**src/rtl/playback_timer.sv**
```systemverilog
// playback_timer: BCD mm:ss elapsed/remaining-time counter driven by a clk-cycle prescaler.
// Ports: clk, reset (async, active-high); count/clear/dir/load controls; load_minutes/
//   load_seconds1/load_seconds0 BCD preset; seconds0/seconds1/minutes BCD time;
//   sec_tick one-cycle pulse per prescaler wrap; at_limit level (MAX going up, 0 going down).
// Optional feature: define PLAYBACK_TIMER_ALARM_EN to add alarm_minutes/alarm_seconds1/
//   alarm_seconds0 inputs and the one-cycle alarm output.
module playback_timer #(
  parameter int CLK_DIV    = 50000000,
  parameter int MIN_DIGITS = 2,
  parameter int WRAP       = 1
) (
  input  logic                    clk,
  input  logic                    reset,
  input  logic                    count,
  input  logic                    clear,
  input  logic                    dir,
  input  logic                    load,
  input  logic [4*MIN_DIGITS-1:0] load_minutes,
  input  logic [3:0]              load_seconds1,
  input  logic [3:0]              load_seconds0,
  output logic [3:0]              seconds0,
  output logic [3:0]              seconds1,
  output logic [4*MIN_DIGITS-1:0] minutes,
  output logic                    sec_tick,
  output logic                    at_limit
`ifdef PLAYBACK_TIMER_ALARM_EN
  ,
  input  logic [4*MIN_DIGITS-1:0] alarm_minutes,
  input  logic [3:0]              alarm_seconds1,
  input  logic [3:0]              alarm_seconds0,
  output logic                    alarm
`endif
);

  localparam int MW = 4 * MIN_DIGITS;
  localparam int PW = $clog2(CLK_DIV);
  localparam logic [PW-1:0] PRE_LAST = PW'(CLK_DIV - 1);
  localparam logic [MW-1:0] MIN_ALL9 = {MIN_DIGITS{4'h9}};

  logic [PW-1:0] presc;
  logic          terminal;
  logic          is_max;
  logic          is_zero;
  logic          carry;
  logic          borrow;
  logic [3:0]    up_s0, up_s1, dn_s0, dn_s1, nx_s0, nx_s1, ld_s0, ld_s1;
  logic [MW-1:0] up_min, dn_min, nx_min, ld_min;

  function automatic logic [3:0] clamp(input logic [3:0] d, input logic [3:0] lim);
    return (d > lim) ? lim : d;
  endfunction

  // The prescaler only wraps while counting, so a frozen timer never ticks.
  assign terminal = count && (presc == PRE_LAST);

  assign is_max   = (minutes == MIN_ALL9) && (seconds1 == 4'd5) && (seconds0 == 4'd9);
  assign is_zero  = (minutes == '0) && (seconds1 == 4'd0) && (seconds0 == 4'd0);
  assign at_limit = dir ? is_zero : is_max;

  // Increment: the ripple from MAX naturally lands on all zeros.
  always_comb begin
    up_s0  = seconds0 + 4'd1;
    up_s1  = seconds1;
    up_min = minutes;
    carry  = 1'b0;
    if (seconds0 == 4'd9) begin
      up_s0 = 4'd0;
      if (seconds1 == 4'd5) begin
        up_s1 = 4'd0;
        carry = 1'b1;
      end else begin
        up_s1 = seconds1 + 4'd1;
      end
    end
    for (int i = 0; i < MIN_DIGITS; i++) begin
      if (carry) begin
        if (minutes[4*i +: 4] == 4'd9) begin
          up_min[4*i +: 4] = 4'd0;
        end else begin
          up_min[4*i +: 4] = minutes[4*i +: 4] + 4'd1;
          carry            = 1'b0;
        end
      end
    end
  end

  // Decrement: the borrow ripple from zero naturally lands on MAX.
  always_comb begin
    dn_s0  = seconds0 - 4'd1;
    dn_s1  = seconds1;
    dn_min = minutes;
    borrow = 1'b0;
    if (seconds0 == 4'd0) begin
      dn_s0 = 4'd9;
      if (seconds1 == 4'd0) begin
        dn_s1  = 4'd5;
        borrow = 1'b1;
      end else begin
        dn_s1 = seconds1 - 4'd1;
      end
    end
    for (int i = 0; i < MIN_DIGITS; i++) begin
      if (borrow) begin
        if (minutes[4*i +: 4] == 4'd0) begin
          dn_min[4*i +: 4] = 4'd9;
        end else begin
          dn_min[4*i +: 4] = minutes[4*i +: 4] - 4'd1;
          borrow           = 1'b0;
        end
      end
    end
  end

  // Next time on a tick; saturating builds hold when already at the limit for this direction.
  always_comb begin
    nx_s0  = dir ? dn_s0  : up_s0;
    nx_s1  = dir ? dn_s1  : up_s1;
    nx_min = dir ? dn_min : up_min;
    if (at_limit && (WRAP == 0)) begin
      nx_s0  = seconds0;
      nx_s1  = seconds1;
      nx_min = minutes;
    end
  end

  always_comb begin
    ld_s0  = clamp(load_seconds0, 4'd9);
    ld_s1  = clamp(load_seconds1, 4'd5);
    ld_min = '0;
    for (int i = 0; i < MIN_DIGITS; i++) begin
      ld_min[4*i +: 4] = clamp(load_minutes[4*i +: 4], 4'd9);
    end
  end

  // sec_tick follows the prescaler wrap even when clear/load override the time update.
  always_ff @(posedge clk or posedge reset) begin
    if (reset) begin
      presc    <= '0;
      seconds0 <= 4'd0;
      seconds1 <= 4'd0;
      minutes  <= '0;
      sec_tick <= 1'b0;
    end else begin
      sec_tick <= terminal;
      if (clear) begin
        presc    <= '0;
        seconds0 <= 4'd0;
        seconds1 <= 4'd0;
        minutes  <= '0;
      end else if (load) begin
        presc    <= '0;
        seconds0 <= ld_s0;
        seconds1 <= ld_s1;
        minutes  <= ld_min;
      end else begin
        if (count) begin
          presc <= terminal ? '0 : presc + PW'(1);
        end
        if (terminal) begin
          seconds0 <= nx_s0;
          seconds1 <= nx_s1;
          minutes  <= nx_min;
        end
      end
    end
  end

`ifdef PLAYBACK_TIMER_ALARM_EN
  logic alarm_hit;

  // Only a tick that actually moves the time onto the alarm value counts; holding at a
  // saturated limit equal to the alarm does not re-fire.
  assign alarm_hit = ({nx_min, nx_s1, nx_s0} == {alarm_minutes, alarm_seconds1, alarm_seconds0}) &&
                     ({nx_min, nx_s1, nx_s0} != {minutes, seconds1, seconds0});

  always_ff @(posedge clk or posedge reset) begin
    if (reset) begin
      alarm <= 1'b0;
    end else begin
      alarm <= terminal && !clear && !load && alarm_hit;
    end
  end
`endif

endmodule

```
**config.mk**
```make
export PLATFORM = sky130hd
export DESIGN_NAME = playback_timer
export DESIGN_NICKNAME = d
export VERILOG_FILES = /design/src/rtl/playback_timer.sv
export SDC_FILE = /design/constraint.sdc
export NUM_CORES = 1
export LEC_CHECK = 0
export CAP_MARGIN = 30
export CELL_PAD_IN_SITES_DETAIL_PLACEMENT = 0
export CELL_PAD_IN_SITES_GLOBAL_PLACEMENT = 1
export CORE_MARGIN = 2
export CORE_UTILIZATION = 39
export DETAILED_ROUTE_END_ITERATION = 6
export GPL_TIMING_DRIVEN = 0
export PLACE_DENSITY_LB_ADDON = 0.15
export SLEW_MARGIN = 20
export SYNTH_ARGS = -nofsm -noshare
export SYNTH_HDL_FRONTEND = slang
export SYNTH_SLANG_ARGS = --single-unit
```
**constraint.sdc**
```tcl
create_clock -name clk -period 2.1 [get_ports clk]
set_input_delay 0.525 -clock clk [delete_from_list [all_inputs] [get_ports clk]]
set_output_delay 0.525 -clock clk [all_outputs]
set_load 0.01 [all_outputs]
```
# Word level (Yosys, flattened, before mapping)
# Index checks and enable logic that the tools add are counted.
[op_classes] div=0 bitwise=0 addsub=9 n_lt_le_gt_ge=4 mux=43 shift=0 n_eq_ne=9 reduce_logical=18 multipliers=0
[op_table] op="26-bit 2-to-1 mux" count=4
[op_table] op="4-bit 2-to-1 mux" count=26
[op_table] op="8-bit 2-to-1 mux" count=4
[op_table] op="26-bit by 1-bit adder with 26-bit output (second input constant)" count=1
[op_table] op="26-bit == test (second input constant)" count=1
[op_table] op="4-bit by 1-bit adder with 4-bit output (second input constant)" count=4
[op_table] op="4-bit zero test" count=4
[op_table] op="4-bit by 1-bit subtractor with 4-bit output (second input constant)" count=4
[op_table] op="4-bit == test (second input constant)" count=3
[op_table] op="4-bit > comparator (second input constant)" count=3
[op_table] op="4-bit by 2-bit inequality test with 1-bit output (second input constant)" count=3
[op_table] op="4-bit nonzero test" count=3
[op_table] op="1-bit 2-to-1 mux" count=9
[op_table] op="3-bit AND reduction" count=3
[op_table] op="8-bit == test (second input constant)" count=1
[op_table] op="8-bit zero test" count=1
[op_table] op="3-bit nonzero test" count=2
[op_table] op="1-bit logical AND" count=5
[op_table] op="4-bit by 3-bit == test with 1-bit output (second input constant)" count=1
[op_table] op="4-bit by 3-bit > comparator with 1-bit output (second input constant)" count=1
[word_totals] mem_count=0 romBits=0 ramBits=0 input_bits=22 reg_bits=43 latchBits=0 output_inout_bits=18

# Depth between registers and ports, before layout
[depth] depth_word=9 ltp_mapped=7

# Worst setup path after synthesis
# OpenSTA, ideal clock, no wires.
[synth_path] kind="register -> output" from="register seconds0[1]" to="output port at_limit" n_path_buf=0 path_stages_with_launch=7 slack_ns=-0.134 required_time_ns=1.575 t_arrival_ns=1.709 cell_sequence="dfrtp_1 inv_1 ha_1 and4bb_2 nand3b_1 or2_2 a21boi_0"
[synth_via] elab_chain_cells=3 word_cells_on_any_way=5
[synth_rtl] element="start, declared" line="21" rtl="output logic [3:0] seconds0,"
[synth_rtl] element="start signal, assigned" line="152" rtl="seconds0 <= ld_s0;"
[synth_rtl] element="start signal, assigned" line="160" rtl="seconds0 <= nx_s0;"
[synth_rtl] element="4-bit == test or 4-bit zero test (tied branches)" line="56, 57"
[synth_rtl] element="1-bit logical AND, on equally long branches" line="56, 57"
[synth_rtl] element="1-bit 2-to-1 mux (*)" line="58" rtl="assign at_limit = dir ? is_zero : is_max;"
[synth_rtl] element="end, declared" line="25" rtl="output logic at_limit"
# Every way passes the cells marked *; elsewhere a longest branch is shown, timed or not.

# Worst setup path after layout
# Same ends and word-level chain as after synthesis.

==> reports/qor.txt <==
Final Max Tran Viols -> 0
Critical setup path kind -> reg2out
Yosys top cell area share -> 0.334
Largest net degree at the start of global routing -> 33
DR vias/cell -> 5.45
Worst Tran Pin Value -> 697 ps
Tmin final -> 2280 ps
Max Cap Viol -> 0
Count leader, synth -> nor2_1
Share of layout cells above drive strength 1 -> 0.212
CP startpoint kind -> register
Worst-path clk slew -> 90 ps
Max_slew headroom -> 0.536
Die area -> 8990 µm²
Die height -> 94.8 µm
Number of hold violations in the final report -> 0
CP max FO -> 2
CTS tree -> yes
FFs w/ async S/R, synth -> 1.00
Synthesis warning total -> 0
Final period utilization -> 1.09
Synth Net Count -> 403
Core Util, Final -> 0.511
Starting Density -> 0.398
DR pass1 iterations -> 4
Netlist cell types -> 65
Dpl cell area -> 3760 µm²
Fillers -> 795
Crit path DAT -> 1760 ps
WL per Instance -> 16.3 µm
Number of DRC markers in iteration 0 -> 74
Max Fclk -> 438 MHz
Flops & latches, synth -> 43
Buffers on Ports -> 38
Min-Delay Path Class -> in2async
Core Area -> 8090 µm²
Post-route cell area -> 4130 µm²
Synth top cells by count -> nor2_1 (46), dfrtp_1 (43), a21oi_1 (21), nand3_1 (21)
PD cells -> 475 nW/µm²
Post-route ant nets -> 0
Met1 global-route usage -> 0.245
CTS Buf Count -> 5
DRC viols -> 0
Pre-CTS WS -> -989 ps
Site row count -> 33
Cell Area, Synth -> 3220 µm²
Synth area leader -> dfrtp_1
Final worst clock skew -> 11.2 ps
GR Overflow Total -> 0
Synthesized instance count -> 368
Io pins -> 40
Routing usage on met3 -> 0.0223
Vias in the first global route -> 3007
Top cells by area, synth -> dfrtp_1 (33%), xor2_1 (5.4%), nor2_1 (5.4%), ha_1 (5.1%), a21oi_1 (3.3%)
Die X -> 94.8 µm
Worst setup margin -> -182 ps
Placer Congestion -> 0.829
Net count reported at finish -> 467
Sequential-to-total area share from yosys stat -> 0.334
Crit end category -> output pin
Most Used Layer, Global Route -> met2
Mean post-synth cell area -> 8.74 µm²
Violated checks -> setup timing
Post-Route WL -> 8750 µm
RSZ-0062 raised after global routing -> true
Sum Neg Setup Slack -> -182 ps
Vias post-DR -> 2931
Cell leakage power -> 1.64 nW
Root buffer cell -> clkbuf_8
Grt met2 use -> 0.372
Cts hold-fix bufs -> 0
Antenna fix cells -> 0
Worst-Skew Late Latency -> 300 ps
Tot GR Track Use -> 0.202
CP Data Required Time -> 1570 ps
Initial antenna violation count -> 0
CTS Buffer Depth -> 2
Synth-to-layout area growth -> 28.4%
Dpl hpwl -> 6220 µm
EDFF count, synth -> 0
H-tree levels -> 2
Status -> complete, but fails checks
Global-route wire length before repair -> 14200 µm
CTS sink cnt -> 43
Peak VDD IR -> 283 µV
Most used DFF post-synth -> dfrtp_1
Endpoints failing setup -> 1
==> state kept, by name, indices dropped and copies added (netlist names) <==
register / flops
sec_tick: 1
minutes: 8
seconds0: 4
seconds1: 4
presc: 26
==> worst paths after layout <==
path | startpoint | to | slack [ps] | cells after the start
max in group asynchronous | reset | presc[1]$_DFFE_PP0P_ | 1100 | 3
max reg2reg | minutes[1]$_DFFE_PP0P_ | minutes[5]$_DFFE_PP0P_ | 50 | 10
min | reset | minutes[5]$_DFFE_PP0P_ | 490 | 2
max | seconds0[1]$_DFFE_PP0P_ | at_limit | -180 | 7
min in group clk | presc[5]$_DFFE_PP0P_ | presc[5]$_DFFE_PP0P_ | 550 | 2
min reg2reg | presc[5]$_DFFE_PP0P_ | presc[5]$_DFFE_PP0P_ | 550 | 2
==> final cells by class <==
class,count,area [µm²],share of cell area
Tap cell,105,131,0.0318
Buffer,20,119,0.0288
Multi-Input combinational cell,287,2100,0.508
Clock buffer,6,72.6,0.0176
Sequential cell,43,1080,0.262
Timing Repair Buffer,59,549,0.133
Clock inverter,2,12.5,0.00303
Inverter,16,62.6,0.0151
==> kinds of logic after synthesis <==
family	count (synthesis)	share of synthesized area
buffers and inverters	38	0.0529
AO/OA/AOI/OAI	82	0.179
flip-flops	43	0.334
adder cells (fa/ha/maj)	13	0.0505
AND/OR/NAND/NOR	154	0.274
XOR/XNOR	27	0.0735
multiplexers	11	0.0350
==> where the power goes <==
part	total (W)	switching (W)	internal, W
registers	0.000882	0.0000304	0.000852
clock network	0.000538	0.000305	0.000233
logic	0.000543	0.000273	0.000270
total	0.00196	0.000608	0.00136
==> per-layer routing <==
metal  up-vias  share of wire
met2        39           0.53
li1       1457              -
met3        11          0.031
met4         0          0.015
met1      1424           0.43
met5         -              0
==> layout by cell type, fill, tap and decap left out, drive strengths merged, types with 10 or more instances in the layout <==
master         netlist  routed
nand3               22      22
nand4               10      10
dfrtp               43      43
clkdlybuf4s50        0      34
nand2               21      21
xor2                20      20
a211oi              11      11
buf                 11      30
inv                 16      16
nor2                46      46
ha                  13      13
clkbuf              11      18
a21oi               21      21
o21ai               16      16
==> what timing repair did <==
action / in CTS / in global routing
setup endpoints to repair: 39 / 23
hold endpoints to repair: 0 / 0
pin swaps: 5 / 2
resized for setup: 31 / 20
buffers inserted: 17 / 3
==> worst max-delay path, cell delays in order (launching register included) <==
cell	delay, ps
dfrtp_2	420
inv_2	80
ha_4	120
and4bb_2	240
nand3b_1	100
or2_4	240
a21boi_2	110
buf_2	140
==> metrics by stage <==
step	power, W	cells	hold slack, ps
after floorplan	0.00118	368	498
final	0.00196	538	492
after detailed placement	0.00135	512	531
after CTS	0.00196	535	492
after global placement	0.00134	511	521
after global routing	0.00206	538	537
No activity file was read; power rests on OpenSTA's default activity.
